## config.mk

```make
export PLATFORM = sky130hd
export DESIGN_NAME = classifier_param_collector_flat
export DESIGN_NICKNAME = d
export VERILOG_FILES = /design/src/rtl/classifier_param_collector_pkg.sv /design/src/rtl/classifier_param_collector_if.sv /design/src/rtl/classifier_param_collector_counter.sv /design/src/rtl/classifier_param_collector.sv /design/src/flat_wrapper.sv
export SDC_FILE = /design/constraint.sdc
export NUM_CORES = 1
export LEC_CHECK = 0
export CORE_UTILIZATION = 45
export DETAILED_ROUTE_END_ITERATION = 8
export GPL_TIMING_DRIVEN = 0
export PLACE_DENSITY = 0.74
export SYNTH_ARGS = -nofsm -noshare
export SYNTH_HDL_FRONTEND = slang
export SYNTH_SLANG_ARGS = --single-unit
```

## constraint.sdc

```tcl
create_clock -name clk_fpga -period 3.5 [get_ports clk_fpga]
set_input_delay 0.7 -clock clk_fpga [delete_from_list [all_inputs] [get_ports clk_fpga]]
set_output_delay 0.7 -clock clk_fpga [all_outputs]
set_load 0.1 [all_outputs]
```

## src/rtl/classifier_param_collector_pkg.sv

```systemverilog
// classifier_param_collector_pkg: shared face-detection constants and FSM encoding.
package classifier_param_collector_pkg;
    localparam int DEF_ADDR_WIDTH               = 10;
    localparam int DEF_DATA_WIDTH_12            = 12;
    localparam int DEF_NUM_CLASSIFIERS_STAGE    = 10;
    localparam int DEF_NUM_PARAM_PER_CLASSIFIER = 19;
    typedef enum logic [1:0] {
        IDLE    = 2'd0,
        COLLECT = 2'd1,
        HOLD    = 2'd2
    } state_t;
endpackage

```

## src/rtl/classifier_param_collector_if.sv

```systemverilog
// classifier_param_collector_if: stage-database input stream and classifier record output.
interface classifier_param_collector_if
    import classifier_param_collector_pkg::*;
#(
    parameter int ADDR_WIDTH               = DEF_ADDR_WIDTH,
    parameter int DATA_WIDTH_12            = DEF_DATA_WIDTH_12,
    parameter int NUM_PARAM_PER_CLASSIFIER = DEF_NUM_PARAM_PER_CLASSIFIER
);
    logic                                        i_enable;
    logic                                        i_valid;
    logic [DATA_WIDTH_12-1:0]                    i_data;
    logic                                        o_ready;
    logic                                        o_classifier_valid;
    logic                                        i_classifier_ready;
    logic [NUM_PARAM_PER_CLASSIFIER*DATA_WIDTH_12-1:0] o_classifier_params;
    logic [ADDR_WIDTH-1:0]                       o_tree_index;
    logic                                        o_end_stage;
    modport slave (
        input  i_enable, i_valid, i_data, i_classifier_ready,
        output o_ready, o_classifier_valid, o_classifier_params, o_tree_index, o_end_stage
    );
    modport master (
        output i_enable, i_valid, i_data, i_classifier_ready,
        input  o_ready, o_classifier_valid, o_classifier_params, o_tree_index, o_end_stage
    );
endinterface

```

## src/rtl/classifier_param_collector_counter.sv

```systemverilog
// classifier_param_collector_counter: wrapping 0..max_size-1 counter with clear and end_count flag.
module classifier_param_collector_counter #(
    parameter int WIDTH    = 10,
    parameter int MAX_SIZE = 19
) (
    input  logic             clk,
    input  logic             rst_n,
    input  logic             clr_i,
    input  logic             inc_i,
    output logic [WIDTH-1:0] count_o,
    output logic             end_count_o
);
    logic [WIDTH-1:0] count_q;
    assign count_o     = count_q;
    assign end_count_o = count_q == WIDTH'(MAX_SIZE - 1);
    always_ff @(posedge clk or negedge rst_n) begin
        if (!rst_n) count_q <= '0;
        else if (clr_i) count_q <= '0;
        else if (inc_i) count_q <= end_count_o ? '0 : count_q + 1'b1;
    end
endmodule

```

## src/rtl/classifier_param_collector.sv

```systemverilog
// classifier_param_collector: gathers stage-database words into per-classifier records
// and hands them downstream one at a time, pulsing o_end_stage after the last of a stage.
module classifier_param_collector
    import classifier_param_collector_pkg::*;
#(
    parameter int ADDR_WIDTH               = DEF_ADDR_WIDTH,
    parameter int DATA_WIDTH_12            = DEF_DATA_WIDTH_12,
    parameter int NUM_CLASSIFIERS_STAGE    = DEF_NUM_CLASSIFIERS_STAGE,
    parameter int NUM_PARAM_PER_CLASSIFIER = DEF_NUM_PARAM_PER_CLASSIFIER
) (
    input logic                          clk_fpga,
    input logic                          reset_fpga,
    classifier_param_collector_if.slave  bus
);
    state_t                   state_q;
    logic                     valid_q, end_stage_q;
    logic [DATA_WIDTH_12-1:0] params_q [NUM_PARAM_PER_CLASSIFIER];
    logic [ADDR_WIDTH-1:0]    param_cnt, tree_idx;
    logic                     param_end, tree_end, accept, handshake, abort;
    assign bus.o_ready            = state_q == COLLECT && bus.i_enable;
    assign bus.o_classifier_valid = valid_q;
    assign bus.o_end_stage        = end_stage_q;
    assign bus.o_tree_index       = tree_idx;
    assign accept    = bus.o_ready && bus.i_valid;
    assign handshake = state_q == HOLD && bus.i_classifier_ready;
    assign abort     = state_q == COLLECT && !bus.i_enable;
    for (genvar k = 0; k < NUM_PARAM_PER_CLASSIFIER; k++) begin : g_flat
        assign bus.o_classifier_params[k*DATA_WIDTH_12 +: DATA_WIDTH_12] = params_q[k];
    end
    classifier_param_collector_counter #(.WIDTH(ADDR_WIDTH), .MAX_SIZE(NUM_PARAM_PER_CLASSIFIER)) u_param_cnt (
        .clk(clk_fpga), .rst_n(reset_fpga), .clr_i(abort), .inc_i(accept),
        .count_o(param_cnt), .end_count_o(param_end)
    );
    classifier_param_collector_counter #(.WIDTH(ADDR_WIDTH), .MAX_SIZE(NUM_CLASSIFIERS_STAGE)) u_tree_cnt (
        .clk(clk_fpga), .rst_n(reset_fpga), .clr_i(abort), .inc_i(handshake),
        .count_o(tree_idx), .end_count_o(tree_end)
    );
    // A disabled HOLD keeps its record; the abort takes effect in COLLECT after the handshake.
    always_ff @(posedge clk_fpga or negedge reset_fpga) begin
        if (!reset_fpga) begin
            state_q     <= IDLE;
            valid_q     <= 1'b0;
            end_stage_q <= 1'b0;
            for (int k = 0; k < NUM_PARAM_PER_CLASSIFIER; k++) params_q[k] <= '0;
        end else begin
            end_stage_q <= handshake && tree_end;
            for (int k = 0; k < NUM_PARAM_PER_CLASSIFIER; k++)
                if (accept && param_cnt == ADDR_WIDTH'(k)) params_q[k] <= bus.i_data;
            case (state_q)
                IDLE:    state_q <= bus.i_enable ? COLLECT : IDLE;
                COLLECT: begin
                    if (abort) state_q <= IDLE;
                    else if (accept && param_end) begin
                        state_q <= HOLD;
                        valid_q <= 1'b1;
                    end
                end
                HOLD: begin
                    if (handshake) begin
                        state_q <= tree_end ? IDLE : COLLECT;
                        valid_q <= 1'b0;
                    end
                end
                default: state_q <= IDLE;
            endcase
        end
    end
endmodule

```

## src/flat_wrapper.sv

```systemverilog
// flat-port wrapper written by rule: the top's interface ports become plain ports
module classifier_param_collector_flat import classifier_param_collector_pkg::*;
#(
    parameter int ADDR_WIDTH               = DEF_ADDR_WIDTH,
    parameter int DATA_WIDTH_12            = DEF_DATA_WIDTH_12,
    parameter int NUM_CLASSIFIERS_STAGE    = DEF_NUM_CLASSIFIERS_STAGE,
    parameter int NUM_PARAM_PER_CLASSIFIER = DEF_NUM_PARAM_PER_CLASSIFIER
)
  (clk_fpga, reset_fpga, bus_i_enable, bus_i_valid, bus_i_data, bus_i_classifier_ready, bus_o_ready, bus_o_classifier_valid, bus_o_classifier_params, bus_o_tree_index, bus_o_end_stage);
  classifier_param_collector_if #(.ADDR_WIDTH(ADDR_WIDTH), .DATA_WIDTH_12(DATA_WIDTH_12), .NUM_PARAM_PER_CLASSIFIER(NUM_PARAM_PER_CLASSIFIER)) bus_i ();
  input logic clk_fpga;
  input logic reset_fpga;
  input wire logic [$bits(bus_i.i_enable)-1:0] bus_i_enable;
  input wire logic [$bits(bus_i.i_valid)-1:0] bus_i_valid;
  input wire logic [$bits(bus_i.i_data)-1:0] bus_i_data;
  input wire logic [$bits(bus_i.i_classifier_ready)-1:0] bus_i_classifier_ready;
  output wire logic [$bits(bus_i.o_ready)-1:0] bus_o_ready;
  output wire logic [$bits(bus_i.o_classifier_valid)-1:0] bus_o_classifier_valid;
  output wire logic [$bits(bus_i.o_classifier_params)-1:0] bus_o_classifier_params;
  output wire logic [$bits(bus_i.o_tree_index)-1:0] bus_o_tree_index;
  output wire logic [$bits(bus_i.o_end_stage)-1:0] bus_o_end_stage;
  assign bus_i.i_enable = bus_i_enable;
  assign bus_i.i_valid = bus_i_valid;
  assign bus_i.i_data = bus_i_data;
  assign bus_i.i_classifier_ready = bus_i_classifier_ready;
  assign bus_o_ready = bus_i.o_ready;
  assign bus_o_classifier_valid = bus_i.o_classifier_valid;
  assign bus_o_classifier_params = bus_i.o_classifier_params;
  assign bus_o_tree_index = bus_i.o_tree_index;
  assign bus_o_end_stage = bus_i.o_end_stage;
  classifier_param_collector #(.ADDR_WIDTH(ADDR_WIDTH), .DATA_WIDTH_12(DATA_WIDTH_12), .NUM_CLASSIFIERS_STAGE(NUM_CLASSIFIERS_STAGE), .NUM_PARAM_PER_CLASSIFIER(NUM_PARAM_PER_CLASSIFIER)) u_core (.clk_fpga(clk_fpga), .reset_fpga(reset_fpga), .bus(bus_i));
endmodule
```

## Yosys cells after proc, flatten, opt, wreduce, memory -nomap -nowiden

Index checks and enable logic that the tools add are counted.

- Register bits after elaboration: 252
- Output and inout bits: 241
- Input bits: 17
- Logic and storage cells: 99

- Reductions and logical operators: 32
- Add/subtract/negate cells: 2
- Equality and inequality tests: 25
- Mux-type cells: 16

Operators by type and width:

| cell | number |
|---|---|
| $eq 10x4->1 const B | 9 |
| $mux 10 | 6 |
| $eq 10x3->1 const B | 4 |
| $eq 10x5->1 const B | 3 |
| $logic_and 1x1->1 | 24 |
| $add 10x1->10 const B | 2 |
| $eq 10x2->1 const B | 2 |
| $eq 10x1->1 const B | 1 |
| $logic_not 10->1 | 1 |
| $mux 2 | 3 |
| $pmux 2 s3 | 1 |
| $reduce_bool 2->1 | 3 |
| $mux 1 | 5 |
| $ne 2x2->1 const B | 2 |
| $reduce_and 4->1 | 1 |
| $ne 3x2->1 const B | 1 |
| $eq 2x1->1 const B | 1 |
| $eq 2x2->1 const B | 1 |
| $logic_not 2->1 | 1 |
| $ne 2x1->1 const B | 1 |
| $pmux 1 s2 | 1 |
| $reduce_and 2->1 | 1 |
| $logic_not 1->1 | 1 |

## Longest topological paths before layout

Gate-level depths: netlist of run 1.

- Depth in word-level cells: 7
- Mapped depth: 7
- Mapped depth without buffers: 6

## Modules after synthesis

A second synthesis of run 1 with hierarchy kept.

- Cells, all modules: 665
- Area total of the unflattened synthesis: 10,299.9 um2

By module, submodules not included:

| module | instances | area each (um2) | cells an instance | seq. area each (um2) |
|---|---|---|---|---|
| classifier_param_collector | 1 | 9,152.5 | 548 | 5,805.6 |
| classifier_param_collector_counter (u_core.u_tree_cnt) | 1 | 574.3 | 59 | 250.2 |
| classifier_param_collector_counter (u_core.u_param_cnt) | 1 | 573.0 | 58 | 250.2 |

## Least setup slack after synthesis of run 1

No wires, ideal clock.

- Kind: in2out
- From: input bus_i_enable
- To: output bus_o_ready
- Required time: 2,800 ps
- Setup slack: 792 ps
- Stages on the path: 2
- Path buffers: 0
- Arrival time: 2,008 ps
- Cells stage by stage: nand2b_1 > nor2_1

- Cells in the longest elaborated chain, start to end: 1

RTL lines:

| item | RTL line | RTL |
|---|---|---|
| start, declared | flat_wrapper.sv:13 | `input wire logic [$bits(bus_i.i_enable)-1:0] bus_i_enable;` |
| $logic_and 1x1->1 | classifier_param_collector.sv:20 | `assign bus.o_ready = state_q == COLLECT && bus.i_enable;` |
| end, declared | flat_wrapper.sv:17 | `output wire logic [$bits(bus_i.o_ready)-1:0] bus_o_ready;` |

No other way between the ends.

## Worst setup path after layout of run 1

Ends and elaborated chain as after synthesis.

==> flow_summary.ini, run 1 <==
[status]
run_status = complete, no violations

[drt]
via_count = 6531
vias_per_cell = 5.22
dr_wl_met3_microns = 1440
drt_iter0_drc = 288
drt-met1-wl_microns = 10900
post-route-drc-count = 0
antenna_left = 0
dr_wl_met2_microns = 11900
routed_wl_microns = 24900
avgRoutedWirePerCell_microns = 19.9
firstDrtPassIters = 4
routed.top_layer = met4

[floorplan]
die_area_sq_mm = 0.0230
core-area_sq_mm = 0.0219
rows = 54
io-pin-count = 258
initial_core_util_pct = 46.0
die_w_microns = 152
die_h_microns = 152

[synthesis]
synth_warnings = 0
ys_ff_latch = 252
synth_area_leaders = dfrtp_1 63%, mux2_2 25%, mux2_4 1.2%
ys.flop_type = dfrtp_1
yosysSeqAreaShare_pct = 62.6
synth.most_common_cell = dfrtp_1
synth_largest_area_cell = dfrtp_1
async_flop_share_pct = 100
synth_edf_count = 0
syn_area_sq_mm = 0.0101
synthTopCellsByCount = 252 x dfrtp_1, 220 x mux2_2, 20 x nand2_1
syn_nets = 698
syn_inst = 675
synth.top_cell.area_share_pct = 62.6
yosysUniqueCellTypes = 49
syn_area_per_cell_sq_um = 14.9

[grt]
grt_max_degree = 124
antenna_found_initial = 0
grt_usage_pct = 21.4
grt_pass1_wl_microns = 37700
grt-ovfl-total = 0
grt_pass1_vias = 6438

[placed_design]
io_buffers = 245
post-dp-hpwl_microns = 17600
place.gp.congestion = 0.811

[timing]
rsz0062_at_grt = no
totalNegativeSetupSlack_ps = 0
tightest_slew_ps = 1080
post-route-period-util_pct = 95.7
slew_violations = 0
hold_viol = 0
holdWs_ps = 501
setup_viol = 0
fin_crit_ps = 3350
slew_headroom_pct = 28.1
skew_ps = 20.1
fmax_mhz = 299

[critical_path]
cp-end-kind = output port
slowest_delay_ps = 1140
cp.arrival_ps = 2650
critPathMaxFanout = 8
cp.required_ps = 2800
cpLargestDelayFamily = buffers and inverters
path_cells = clkdlybuf4s50_1 -> nand2b_1 -> nor2_1 -> clkdlybuf4s50_1
critPathSlowestCell = clkdlybuf4s50_1
cp.depth = 4
path_class = input port to output port
crit_path_frequent_cell = clkdlybuf4s50_1
setup.worst_path.start_class = input port
worst-r2r-cell-count = 5
crit_buf_inv = 2

[power]
vdd_drop_max_mv = 0.441
swShare_pct = 35.7
p_int_uw = 5560
switchingPower_uw = 3090
combPwrFrac_pct = 26.8
seqPwrFrac_pct = 37.3
clkPwrFrac_pct = 35.9
cellLeakagePower_uw = 0.00654
p_per_area_mw_per_mm2 = 621

[min_path]
min_path_type = flip-flop to flip-flop
hold_depth = 1

[cts]
numCtsBuffers = 27
cts_buffer_depth = 3
ctsHtreeMaxLevel = 1
path_clk_slew_ps = 60
cts.sinks = 252
tritoncts = built
post_cts_buffers = 0
worstSkewPairLatency_ps = 540
cts-root-buf = clkbuf_16

[final_layout]
nNetsFinal = 975
area_delta_synth_final_pct = 38.3
n_antenna_cell = 0
layout-drive-gt1-share_pct = 31.5

[run]
cap_viol_max_count = 0
## layout make-up
cell class,instances,area [sq um]
inverter,7,26.3
buffer,50,264
clock buffer,32,734
sequential,252,6310
multi-input combinational,366,3470
tap,280,350
clock inverter,15,249
fill,1629,7970
timing repair buffer,248,2520
## logic make-up after synthesis
kind of cell,count (synthesis),share of synthesized area [%]
mux,228,25.8
flops,252,62.6
buf+inv,57,2.88
xor+xnor,7,0.609
simple gates,93,5.23
fa+ha+maj,6,0.746
compound gates,32,2.11
## worst paths after layout
kind | startpoint | endpoint | slack, ps
worst min-delay path | u_core.bus.o_classifier_params[205] | u_core.bus.o_classifier_params[205] | 500
worst min register to register | u_core.bus.o_classifier_params[205] | u_core.bus.o_classifier_params[205] | 500
max in group asynchronous | reset_fpga | u_core.bus.o_classifier_params[120] | 2120
min in group asynchronous | reset_fpga | u_core.bus.o_classifier_params[162] | 550
worst max-delay path | bus_i_enable | bus_o_ready | 150
worst max register to register | u_core.u_param_cnt.count_o[7] | u_core.bus.o_classifier_params[174] | 1160
## state kept, by name, indices dropped and copies added, names as in the netlist
register,cells
u_core.bus.o_classifier_params,228
u_core.bus.o_classifier_valid,1
u_core.bus.o_end_stage,1
u_core.state_q,2
u_core.u_param_cnt.count_o,10
u_core.u_tree_cnt.count_o,10
## placed cells by master, fill, tap and decap left out, types with 3 or more instances in the layout
cell	Yosys	layout
o2111ai_1	4	4
buf_6	5	5
bufinv_16	0	6
inv_1	7	7
mux2_4	8	8
and4_1	3	3
nand4_1	4	4
buf_4	7	7
dfrtp_1	252	252
nand2_1	20	20
and3_1	7	7
or3_1	3	3
xor2_1	6	6
clkinv_2	0	5
mux2_2	220	220
clkbuf_1	16	17
buf_1	12	12
o21ai_0	14	14
nand3_1	14	14
clkbuf_8	0	4
nor2_1	19	19
buf_2	10	10
a21oi_1	3	3
ha_1	6	6
clkbuf_16	0	27
clkdlybuf4s50_1	0	244
## worst reg2reg max path: cells and delay by family, from the launching register on
kind,cells,cell delay [ps]
muxes,1,350
DFF,1,470
buffers and inverters,1,230
and+or+nand+nor,3,1180
## metal layers
| layer | vias to the layer above | global-route usage [%] |
|---|---|---|
| li1 | 2971 | - |
| met1 | 3318 | 29.2 |
| met2 | 204 | 35.1 |
| met3 | 38 | 3.80 |
| met4 | 0 | 6.09 |
| met5 | - | 0 |
## stage by stage
step	util (%)	setup slack [ps]	cell area, sq um	total power (uW)	instances
2_1_floorplan	-	792	10100	4990	675
3_3_place_gp	58.8	-9050	12900	5580	1200
3_5_place_dp	59.1	130	12900	5600	1202
4_1_cts	63.6	128	13900	8730	1250
5_1_grt	63.6	75.9	13900	8930	1250
6_report	63.6	151	13900	8650	1250
## power groups by stage
stage / Clock (uW) / Sequential [uW] / Combinational [uW]
global placement: 0 / 3280 / 2300
global route: 3290 / 3250 / 2390
finish: 3110 / 3230 / 2310
detailed placement: 0 / 3280 / 2320
floorplan: 0 / 4740 / 250
CTS: 3180 / 3230 / 2330
## what timing repair did
action,CTS,global route
hold buffers,1,0
hold endpoints to repair,9,0
resized for setup,0,0
Note: power is estimated with default switching activity, not from simulation.
==> run 2, diff against run 1 <==
- CAP_MARGIN: not set -> 0
- clock period: 3.5 -> 3.8 ns (I/O delays scaled with it)
==> results of run 2 <==
The final DEF is identical to that of run 1. Status: complete, no violations.
Main changes from that run: setup slack after placement 130 ps -> 310 ps; setup slack after layout 151 ps -> 331 ps; register-to-register setup slack 1160 ps -> 1460 ps; total power 8650 uW -> 7970 uW; worst IR drop on VDD 0.441 mV -> 0.406 mV
